File: src/rtl/if_prefetch_stage_pkg.sv
// ============================================================================
// Module  : if_pkg
// Brief   : Shared constants and types for the instruction-fetch stage.
// Rev     : 1.0
// ============================================================================
`default_nettype none

package if_pkg;

    localparam logic [31:0] NOP_INSTR = 32'h0000_0013;

    localparam logic [1:0] c_ST_IDLE = 2'd0;
    localparam logic [1:0] c_ST_WAIT = 2'd1;
    localparam logic [1:0] c_ST_DROP = 2'd2;

    typedef enum logic [1:0] {
        S_IDLE = c_ST_IDLE,
        S_WAIT = c_ST_WAIT,
        S_DROP = c_ST_DROP
    } fetch_state_e;

    typedef struct packed {
        logic [31:0] instr;
        logic [31:0] pc;
    } fetch_entry_t;

endpackage

`default_nettype wire

File: src/rtl/if_prefetch_stage_fetch_fifo.sv
// ============================================================================
// Module  : fetch_fifo
// Brief   : Synchronous {instr, pc} FIFO; flush wins over push.
// Rev     : 1.0
// ============================================================================
`default_nettype none

module fetch_fifo
    import if_pkg::*;
#(
    parameter int XLEN  = 32,
    parameter int DEPTH = 4
) (
    input  logic                     clk,
    input  logic                     rst,
    input  logic                     flush,
    input  logic                     push,
    input  logic [XLEN-1:0]          pushInstr,
    input  logic [XLEN-1:0]          pushPc,
    input  logic                     pop,
    output logic [XLEN-1:0]          headInstr,
    output logic [XLEN-1:0]          headPc,
    output logic [$clog2(DEPTH):0]   count,
    output logic                     full,
    output logic                     empty
);

    localparam int c_PTR_W = $clog2(DEPTH);
    localparam logic [c_PTR_W:0] c_FULL = DEPTH[c_PTR_W:0];

    logic [XLEN-1:0]    r_instrMem [DEPTH];
    logic [XLEN-1:0]    r_pcMem    [DEPTH];
    logic [c_PTR_W-1:0] r_wrPtr;
    logic [c_PTR_W-1:0] r_rdPtr;
    logic [c_PTR_W:0]   r_count;

    // Power-of-two depth lets the pointers wrap naturally.
    always_ff @(posedge clk) begin
        if (rst || flush) begin
            r_wrPtr <= '0;
            r_rdPtr <= '0;
            r_count <= '0;
        end else begin
            if (push) r_wrPtr <= r_wrPtr + c_PTR_W'(1);
            if (pop)  r_rdPtr <= r_rdPtr + c_PTR_W'(1);
            case ({push, pop})
                2'b10:   r_count <= r_count + (c_PTR_W + 1)'(1);
                2'b01:   r_count <= r_count - (c_PTR_W + 1)'(1);
                default: r_count <= r_count;
            endcase
        end
    end

    always_ff @(posedge clk) begin
        if (push && !flush) begin
            r_instrMem[r_wrPtr] <= pushInstr;
            r_pcMem[r_wrPtr]    <= pushPc;
        end
    end

    assign headInstr = r_instrMem[r_rdPtr];
    assign headPc    = r_pcMem[r_rdPtr];
    assign count     = r_count;
    assign full      = (r_count == c_FULL);
    assign empty     = (r_count == '0);

endmodule

`default_nettype wire

File: src/rtl/if_prefetch_stage.sv
// ============================================================================
// Module  : if_prefetch_stage
// Brief   : PC generation, single-outstanding imem requests, prefetch FIFO
//           and IF/ID register. IF_PERF_CNT_EN adds fetch/flush counters.
// Rev     : 1.0
// ============================================================================
`default_nettype none

module if_prefetch_stage
    import if_pkg::*;
#(
    parameter int              XLEN        = 32,
    parameter int              FETCH_DEPTH = 4,
    parameter logic [XLEN-1:0] RESET_PC    = '0
) (
    input  logic            clk,
    input  logic            rst,
    input  logic            PCSrcE,
    input  logic [XLEN-1:0] PCTargetE,
    input  logic            StallD,
    output logic            imem_req,
    output logic [XLEN-1:0] imem_addr,
    input  logic            imem_rvalid,
    input  logic [XLEN-1:0] imem_rdata,
    output logic [XLEN-1:0] PCF,
    output logic [XLEN-1:0] InstrD,
    output logic [XLEN-1:0] PCD,
    output logic [XLEN-1:0] PCPlus4D,
    output logic            ValidD
`ifdef IF_PERF_CNT_EN
    ,
    output logic [31:0]     perf_fetch_cnt,
    output logic [31:0]     perf_flush_cnt
`endif
);

    localparam int              c_CNT_W   = $clog2(FETCH_DEPTH) + 1;
    localparam logic [c_CNT_W-1:0] c_DEPTH = FETCH_DEPTH[c_CNT_W-1:0];
    localparam logic [XLEN-1:0] c_PC_STEP = XLEN'(4);
    localparam logic [XLEN-1:0] c_NOP     = XLEN'(NOP_INSTR);

    fetch_state_e     r_state;
    logic [XLEN-1:0]  r_pcF;
    logic [XLEN-1:0]  r_reqPc;
    logic [XLEN-1:0]  r_instrD;
    logic [XLEN-1:0]  r_pcD;
    logic [XLEN-1:0]  r_pcPlus4D;
    logic             r_validD;

    logic             w_issue;
    logic             w_push;
    logic             w_pop;
    logic             w_fifoFull;
    logic             w_fifoEmpty;
    logic [c_CNT_W-1:0] w_fifoCount;
    logic [XLEN-1:0]  w_headInstr;
    logic [XLEN-1:0]  w_headPc;

    assign w_issue = !rst && (r_state == S_IDLE) && !PCSrcE && (w_fifoCount < c_DEPTH);
    // Room was reserved at issue; the full guard only keeps a stray push harmless.
    assign w_push  = (r_state == S_WAIT) && imem_rvalid && !PCSrcE && !w_fifoFull;
    assign w_pop   = !PCSrcE && !StallD && !w_fifoEmpty;

    fetch_fifo #(
        .XLEN  (XLEN),
        .DEPTH (FETCH_DEPTH)
    ) u_fifo (
        .clk       (clk),
        .rst       (rst),
        .flush     (PCSrcE),
        .push      (w_push),
        .pushInstr (imem_rdata),
        .pushPc    (r_reqPc),
        .pop       (w_pop),
        .headInstr (w_headInstr),
        .headPc    (w_headPc),
        .count     (w_fifoCount),
        .full      (w_fifoFull),
        .empty     (w_fifoEmpty)
    );

    always_ff @(posedge clk) begin
        if (rst) begin
            r_state <= S_IDLE;
            r_pcF   <= RESET_PC;
            r_reqPc <= '0;
        end else begin
            if (PCSrcE) r_pcF <= PCTargetE;
            case (r_state)
                S_IDLE: begin
                    if (w_issue) begin
                        r_reqPc <= r_pcF;
                        r_pcF   <= r_pcF + c_PC_STEP;
                        r_state <= S_WAIT;
                    end
                end
                S_WAIT: begin
                    if (imem_rvalid)  r_state <= S_IDLE;
                    else if (PCSrcE)  r_state <= S_DROP;
                end
                S_DROP: begin
                    if (imem_rvalid)  r_state <= S_IDLE;
                end
                default: r_state <= S_IDLE;
            endcase
        end
    end

    always_ff @(posedge clk) begin
        if (rst) begin
            r_instrD   <= c_NOP;
            r_pcD      <= '0;
            r_pcPlus4D <= '0;
            r_validD   <= 1'b0;
        end else if (PCSrcE) begin
            r_instrD <= c_NOP;
            r_validD <= 1'b0;
        end else if (!StallD) begin
            if (w_pop) begin
                r_instrD   <= w_headInstr;
                r_pcD      <= w_headPc;
                r_pcPlus4D <= w_headPc + c_PC_STEP;
                r_validD   <= 1'b1;
            end else begin
                r_instrD <= c_NOP;
                r_validD <= 1'b0;
            end
        end
    end

    assign imem_req  = w_issue;
    assign imem_addr = r_pcF;
    assign PCF       = r_pcF;
    assign InstrD    = r_instrD;
    assign PCD       = r_pcD;
    assign PCPlus4D  = r_pcPlus4D;
    assign ValidD    = r_validD;

`ifdef IF_PERF_CNT_EN
    logic [31:0] r_perfFetch;
    logic [31:0] r_perfFlush;

    // A redirect in WAIT loses the in-flight response as well as the queue.
    always_ff @(posedge clk) begin
        if (rst) begin
            r_perfFetch <= '0;
            r_perfFlush <= '0;
        end else begin
            if (w_pop)  r_perfFetch <= r_perfFetch + 32'd1;
            if (PCSrcE) r_perfFlush <= r_perfFlush + 32'(w_fifoCount)
                                       + {31'd0, (r_state == S_WAIT)};
        end
    end

    assign perf_fetch_cnt = r_perfFetch;
    assign perf_flush_cnt = r_perfFlush;
`endif

endmodule

`default_nettype wire

File: config.mk
export PLATFORM = sky130hd
export DESIGN_NAME = if_prefetch_stage
export DESIGN_NICKNAME = d
export VERILOG_FILES = /design/src/rtl/if_prefetch_stage_pkg.sv /design/src/rtl/if_prefetch_stage_fetch_fifo.sv /design/src/rtl/if_prefetch_stage.sv
export SDC_FILE = /design/constraint.sdc
export NUM_CORES = 1
export LEC_CHECK = 0
export CAP_MARGIN = 20
export CORE_UTILIZATION = 41
export CTS_CLUSTER_DIAMETER = 150
export DETAILED_ROUTE_END_ITERATION = 8
export PLACE_DENSITY = 0.7
export SLEW_MARGIN = 20
export SYNTH_ARGS = -nofsm -noshare
export SYNTH_HDL_FRONTEND = slang
export SYNTH_HIERARCHICAL = 1
export SYNTH_SLANG_ARGS = --single-unit
File: constraint.sdc
create_clock -name clk -period 5 [get_ports clk]
set_input_delay 1 -clock clk [delete_from_list [all_inputs] [get_ports clk]]
set_output_delay 1 -clock clk [all_outputs]
set_load 0.02 [all_outputs]
# [Word-level counts from Yosys, hierarchy flattened]
# Memory sizes are Yosys's and may differ from the RTL's. A register that Yosys moved wholly into a read port is not among the register bits.
# Index checks and enable logic that the tools add are counted.
[classes] n_eq_ne=8 bitwise=2 n_reduce_logical=22 muxes=17 addsub=6 n_lt_le_gt_ge=1
[op_table] op="$mux 32" n=4
[op_table] op="$add 32x3->32 const B" n=2
[op_table] op="$mux 2" n=8
[op_table] op="$logic_and 1x1->1" n=9
[op_table] op="$pmux 2 s3" n=1
[op_table] op="$pmux 3 s2" n=1
[op_table] op="$reduce_and 3->1" n=2
[op_table] op="$logic_not 1->1" n=5
[op_table] op="$add 2x1->2 const B" n=2
[op_table] op="$eq 2x1->1 const B" n=2
[op_table] op="$eq 2x2->1 const B" n=2
[op_table] op="$ne 2x2->1 const B" n=2
[op_table] op="$add 3x1->3 const B" n=1
[op_table] op="$eq 3x3->1 const B" n=1
[op_table] op="$logic_not 3->1" n=1
[op_table] op="$lt 3x3->1 const B" n=1
[op_table] op="$mux 1" n=3
[op_table] op="$ne 3x3->1 const B" n=1
[op_table] op="$sub 3x1->3 const B" n=1
[op_table] op="$logic_not 2->1" n=1
[op_table] op="$not 1->1" n=2
[op_table] op="$reduce_and 2->1" n=1
[op_table] op="$reduce_bool 2->1" n=1
[op_table] op="$reduce_or 2->1" n=1
[op_table] op="$logic_or 1x1->1" n=1
[word_totals] reg_bits=170 n_memories=2 mem_bits_rw=256 wordCells=68 in_bits=69
[memory_table] memory="u_fifo.r_instrMem" depth=4 width=32 rd=1 rd_clocked_by_memory_dff=1 write_ports=1 line="if_prefetch_stage_fetch_fifo.sv:31" text="logic [XLEN-1:0] r_instrMem [DEPTH];"
[memory_table] memory="u_fifo.r_pcMem" depth=4 width=32 rd=1 rd_clocked_by_memory_dff=1 write_ports=1 line="if_prefetch_stage_fetch_fifo.sv:32" text="logic [XLEN-1:0] r_pcMem [DEPTH];"

# [Depth between registers and ports, before layout]
[depth] depth_word=7 mapped_depth=11 ltp_nobuf=10

# [By module]
# Netlist, hierarchy kept.
[by_module_without_submodules] module="fetch_fifo" seq_area_each_um2=7867.5 area_each_um2=9754.4 n_inst=1 cells_per_inst=383
[by_module_without_submodules] module="if_prefetch_stage" seq_area_each_um2=3223.1 area_each_um2=7053.0 n_inst=1 cells_per_inst=854

# [Worst setup path before layout]
# Ideal clock, no wire load.
[synth_timing] kind="in2reg" from="input PCSrcE" to="memory u_fifo.r_instrMem[0][0], enable pin" path_buffers=2 stages=6 t_required_ns=4.571 path_slack_ns=0.813 arrival_time_ns=3.758 setup_time_ns=0.429 cell_sequence="buf_2 clkbuf_1 nor4b_1 inv_1 nor2_1 and2_1"
[synth_via] elab_chain_len=6
[synth_rtl] item="start, declared" line="if_prefetch_stage.sv:18" text="input logic PCSrcE,"
[synth_rtl] item="$logic_not 1->1" line="if_prefetch_stage.sv:61" text="assign w_push = (r_state == S_WAIT) && imem_rvalid && !PCSrcE && !w_fifoFull;"
[synth_rtl] item="$logic_and 1x1->1 (2 in a row)" line="if_prefetch_stage.sv:61"
[synth_rtl] item="via w_push" line="if_prefetch_stage.sv:51" text="logic w_push;"
[synth_rtl] item="$logic_and 1x1->1" line="if_prefetch_stage_fetch_fifo.sv:55" text="if (push && !flush) begin"
[synth_rtl] item="$mux 1" line="if_prefetch_stage_fetch_fifo.sv:55"
[synth_rtl] item="$mux 1 (implied by the code)" line="if_prefetch_stage_fetch_fifo.sv:56" text="r_instrMem[r_wrPtr] <= pushInstr;"
[synth_rtl] item="end, declared" line="if_prefetch_stage_fetch_fifo.sv:31"
# The timed path passes the listed nets, and every way through them passes these cells.

# [Final worst setup path]
[layout_timing] from="input PCSrcE" to="output imem_req"
[layout_via] elab_chain_len=3
[layout_rtl] item="$logic_not 1->1" line="if_prefetch_stage.sv:59" text="assign w_issue = !rst && (r_state == S_IDLE) && !PCSrcE && (w_fifoCount < c_DEPTH);"
[layout_rtl] item="$logic_and 1x1->1 (2 in a row)" line="if_prefetch_stage.sv:59"
[layout_rtl] item="end, declared" line="if_prefetch_stage.sv:21" text="output logic imem_req,"
# No other way between the ends.

==> summary.txt <==
Route
  – Routed Antenna Nets: 0
  – Via density: approximately 5.3
  – Avg WL per Cell: 19.99 µm
  – TritonRoute pass-1 iters: 5
  – DRT Wirelength: 39760 µm
  – Vias: around 10000
  – # DRC: 0
  – Initial DRC Count: 670

Timing
  – RSZ-0062 raised after global routing: false
  – Hold Slack: 453.4 ps
  – Setup skew after layout: 19.27 ps
  – Min Clock Period, post-route: 3848 ps
  – Least-Margin Pin Slew: a little over 900 ps
  – Slew Viols, Final: 0
  – Hold Fails Final Rpt: 0
  – Setup TNS: 0 ps
  – Max Clock Freq: approximately 260 MHz
  – Fin crit share: 0.7696
  – Slew headroom: 0.3852
  – Final-report setup violation count: 0

Synth
  – Synth Flop Type: edfxtp_1
  – Fraction of registers with async set/reset: 0
  – EDFF count, synth: 256
  – Net count after synthesis: between 1000 and 1500
  – Mapped Avg Cell Area: 13.59 µm²
  – Post-synth cell types: 53
  – Syn Inst Count: about 1200
  – Ys Warns: 6
  – Sequential fraction of the synthesis area: 0.6599
  – Post-synthesis register bit count: 426
  – Syn Std Cell Area: 0.01681 mm²

Floorplan
  – Initial Utilization: 0.4192
  – Row cnt: between 70 and 80
  – Die extent in y: 204.5 µm
  – Die W: 204.5 µm
  – Top-level port count: 231
  – Core area: 0.04010 mm²
  – Die ar.: 0.04181 mm²

Global routing
  – GRT Total Usage: 0.1908
  – First-pass GRT wire length: 60710 µm
  – Largest net degree at the start of global routing: 79
  – Gr ovfl total: 0
  – Vias in the first global route: about 10000
  – Initial antenna violation count: 0

Pwr
  – Leakage power: 6.799 nW
  – Peak VDD IR: 0.1973 mV
  – Pwr per Cell Area: 361.4 mW/mm²

Status
  – Status: complete, no violations

Clocking
  – Clock buffer count from CTS: 44
  – CTS tree: built
  – H-Tree Depth: 2
  – Post-CTS Hold Fix Bufs: 0
  – Clk Latency, worst-skew pair: 550 ps
  – Clock transition at path regs: 60 ps
  – Root Buffer: clkbuf_16
  – Maximum clock path buffer count: 3
  – Post-CTS setup buffers: 0
  – Post-CTS sizing: 0
  – CTS Sinks: 426

Finish
  – Final nets: between 1500 and 2000
  – Area growth from synthesis to layout: 23.84%
  – # fillers: 3401
  – Antenna Cells: 0
  – Fraction of layout cells with a size suffix above 1: 0.1236

Placed design
  – DPL Wire Length: 25580 µm
  – Buffers on Ports: 230
  – Gpl congestion: approximately 0.8

Setup path
  – Setup Crit Path Kind: in2out
  – Crit-path max FO: 4
  – Worst setup EP type: output port
  – WP data arrival: 2850 ps
  – WP data required: ~4000 ps
  – CP startpoint kind: input port

Flow run
  – MaxCap Viol Count: 0

Min path
  – Hold Path Class: reg2reg
==> Yosys cell counts, types with 2 or more instances <==
| library cell | count | share of area |
|---|---|---|
| nand3_1 | 19 | 0.0057 |
| a211oi_1 | 31 | 0.014 |
| nand2_1 | 169 | 0.038 |
| clkinv_1 | 2 | 0.00045 |
| o21a_1 | 2 | 0.00089 |
| nand2b_1 | 3 | 0.0011 |
| ha_1 | 7 | 0.0052 |
| nand4_1 | 21 | 0.0078 |
| dfxtp_1 | 170 | 0.20 |
| nand4_2 | 3 | 0.0022 |
| edfxtp_1 | 256 | 0.46 |
| and4_1 | 3 | 0.0016 |
| clkbuf_1 | 38 | 0.0085 |
| a311oi_1 | 4 | 0.0021 |
| o22ai_1 | 10 | 0.0037 |
| nor4_2 | 3 | 0.0022 |
| nor2b_1 | 2 | 0.00074 |
| a22oi_1 | 29 | 0.013 |
| mux4_2 | 60 | 0.080 |
| a21oi_1 | 86 | 0.026 |
| buf_2 | 21 | 0.0063 |
| mux2i_1 | 10 | 0.0060 |
| buf_1 | 3 | 0.00067 |
| and2_1 | 5 | 0.0019 |
| inv_1 | 15 | 0.0033 |
| buf_12 | 6 | 0.0071 |
| nor4_4 | 3 | 0.0038 |
| mux4_1 | 4 | 0.0063 |
| o21ai_0 | 14 | 0.0042 |
| nand3_2 | 2 | 0.0012 |
| xor2_1 | 32 | 0.017 |
| nor2_1 | 100 | 0.022 |
| or3_1 | 7 | 0.0026 |
| buf_4 | 34 | 0.015 |
| and3_1 | 12 | 0.0045 |
| xnor2_1 | 20 | 0.010 |
| nor3_1 | 14 | 0.0042 |
| or2_2 | 2 | 0.00074 |
==> final timing paths <==
kind                                     to            startpoint  slack, ps  cells after the start
setup / recovery                   imem_req                PCSrcE       1150                      5
hold / removal         PCD[22]$_SDFFE_PP0P_  PCD[22]$_SDFFE_PP0P_        450                      2
setup reg to reg  PCPlus4D[28]$_SDFFE_PP0P_              register       2000                      7
hold reg to reg        PCD[22]$_SDFFE_PP0P_  PCD[22]$_SDFFE_PP0P_        450                      2
==> routing by layer <==
layer | global-route usage | wire length (µm) | vias to the layer above | share of wire
li1 | - | - | 4943 | -
met2 | 0.3119 | 19180 | 294 | 0.48
met4 | 0.05943 | 978 | 0 | 0.025
met5 | 0 | 0 | - | 0
met3 | 0.03221 | 2143 | 65 | 0.054
met1 | 0.2593 | 17460 | 5175 | 0.44
==> state kept, by name, indices dropped and copies added, names as in the netlist, named ones only <==
| signal | count |
|---|---|
| u_fifo/r_wrPtr | 2 |
| u_fifo/r_pcMem | 128 |
| u_fifo/r_rdPtr | 2 |
| ValidD | 1 |
| PCPlus4D | 30 |
| PCD | 32 |
| r_state | 2 |
| u_fifo/count | 3 |
| InstrD | 32 |
| r_reqPc | 32 |
| u_fifo/r_instrMem | 128 |
| PCF | 32 |
==> cell usage in the layout, fill, tap and decap left out, types with 10 or more instances in the layout <==
cell               n
buf_4             18
mux2i_1           10
xor2_1            32
clkbuf_16         45
inv_1             14
nor3_1            13
dfxtp_1          168
nor2_1           100
a211oi_1          31
nand2_1          169
mux4_2            60
nand3_1           19
a22oi_1           29
and3_1            12
nand4_1           21
o22ai_1           10
xnor2_1           20
a21oi_1           86
clkdlybuf4s50_1  229
edfxtp_1         256
o21ai_0           14
==> worst max-delay path: stages <==
cell and delay, ps:
clkdlybuf4s50_1 500, nor2_1 440, nand2_1 160, clkinv_1 130, clkdlybuf4s50_1 620
==> power breakdown <==
group,switching (mW),leakage (nW),internal (mW)
clock,1.35,0.738,2.04
sequential,0.0619,3.87,3.74
combinational,0.179,2.19,0.151
==> per-stage QoR <==
step	cells	utilization	power (mW)	instance area [µm²]	setup slack, ps
after global placement	1907	0.4813	4.200	19300	1073
after CTS	1989	0.5191	7.600	20810	1100
after detailed placement	1907	0.4813	4.205	19300	1044
after global routing	1989	0.5191	7.761	20810	1035
after floorplan	1237	-	4.030	16810	813.4
final	1989	0.5191	7.523	20810	1152
==> cell type report <==
type	count	area, µm²	area share
Multi-Input combinational cell	690	5012	0.2408
Timing Repair Buffer	249	2467	0.1185
Inverter	17	65.06	0.003126
Tap cell	525	656.9	0.03156
Clock inverter	25	295.3	0.01419
Clock buffer	57	1221	0.05867
Sequential cell	426	11100	0.5331
==> kinds of logic after synthesis <==
family                     share of synthesized area
DFF                                           0.6599
and+or+nand+nor                               0.1062
AOI/OAI and AO/OA                            0.06469
buffers and inverters                        0.04251
muxes                                        0.09328
xor gates and xnor gates                     0.02710
adders and majority gates                   0.006402
Power figures use the tool's default switching activity.
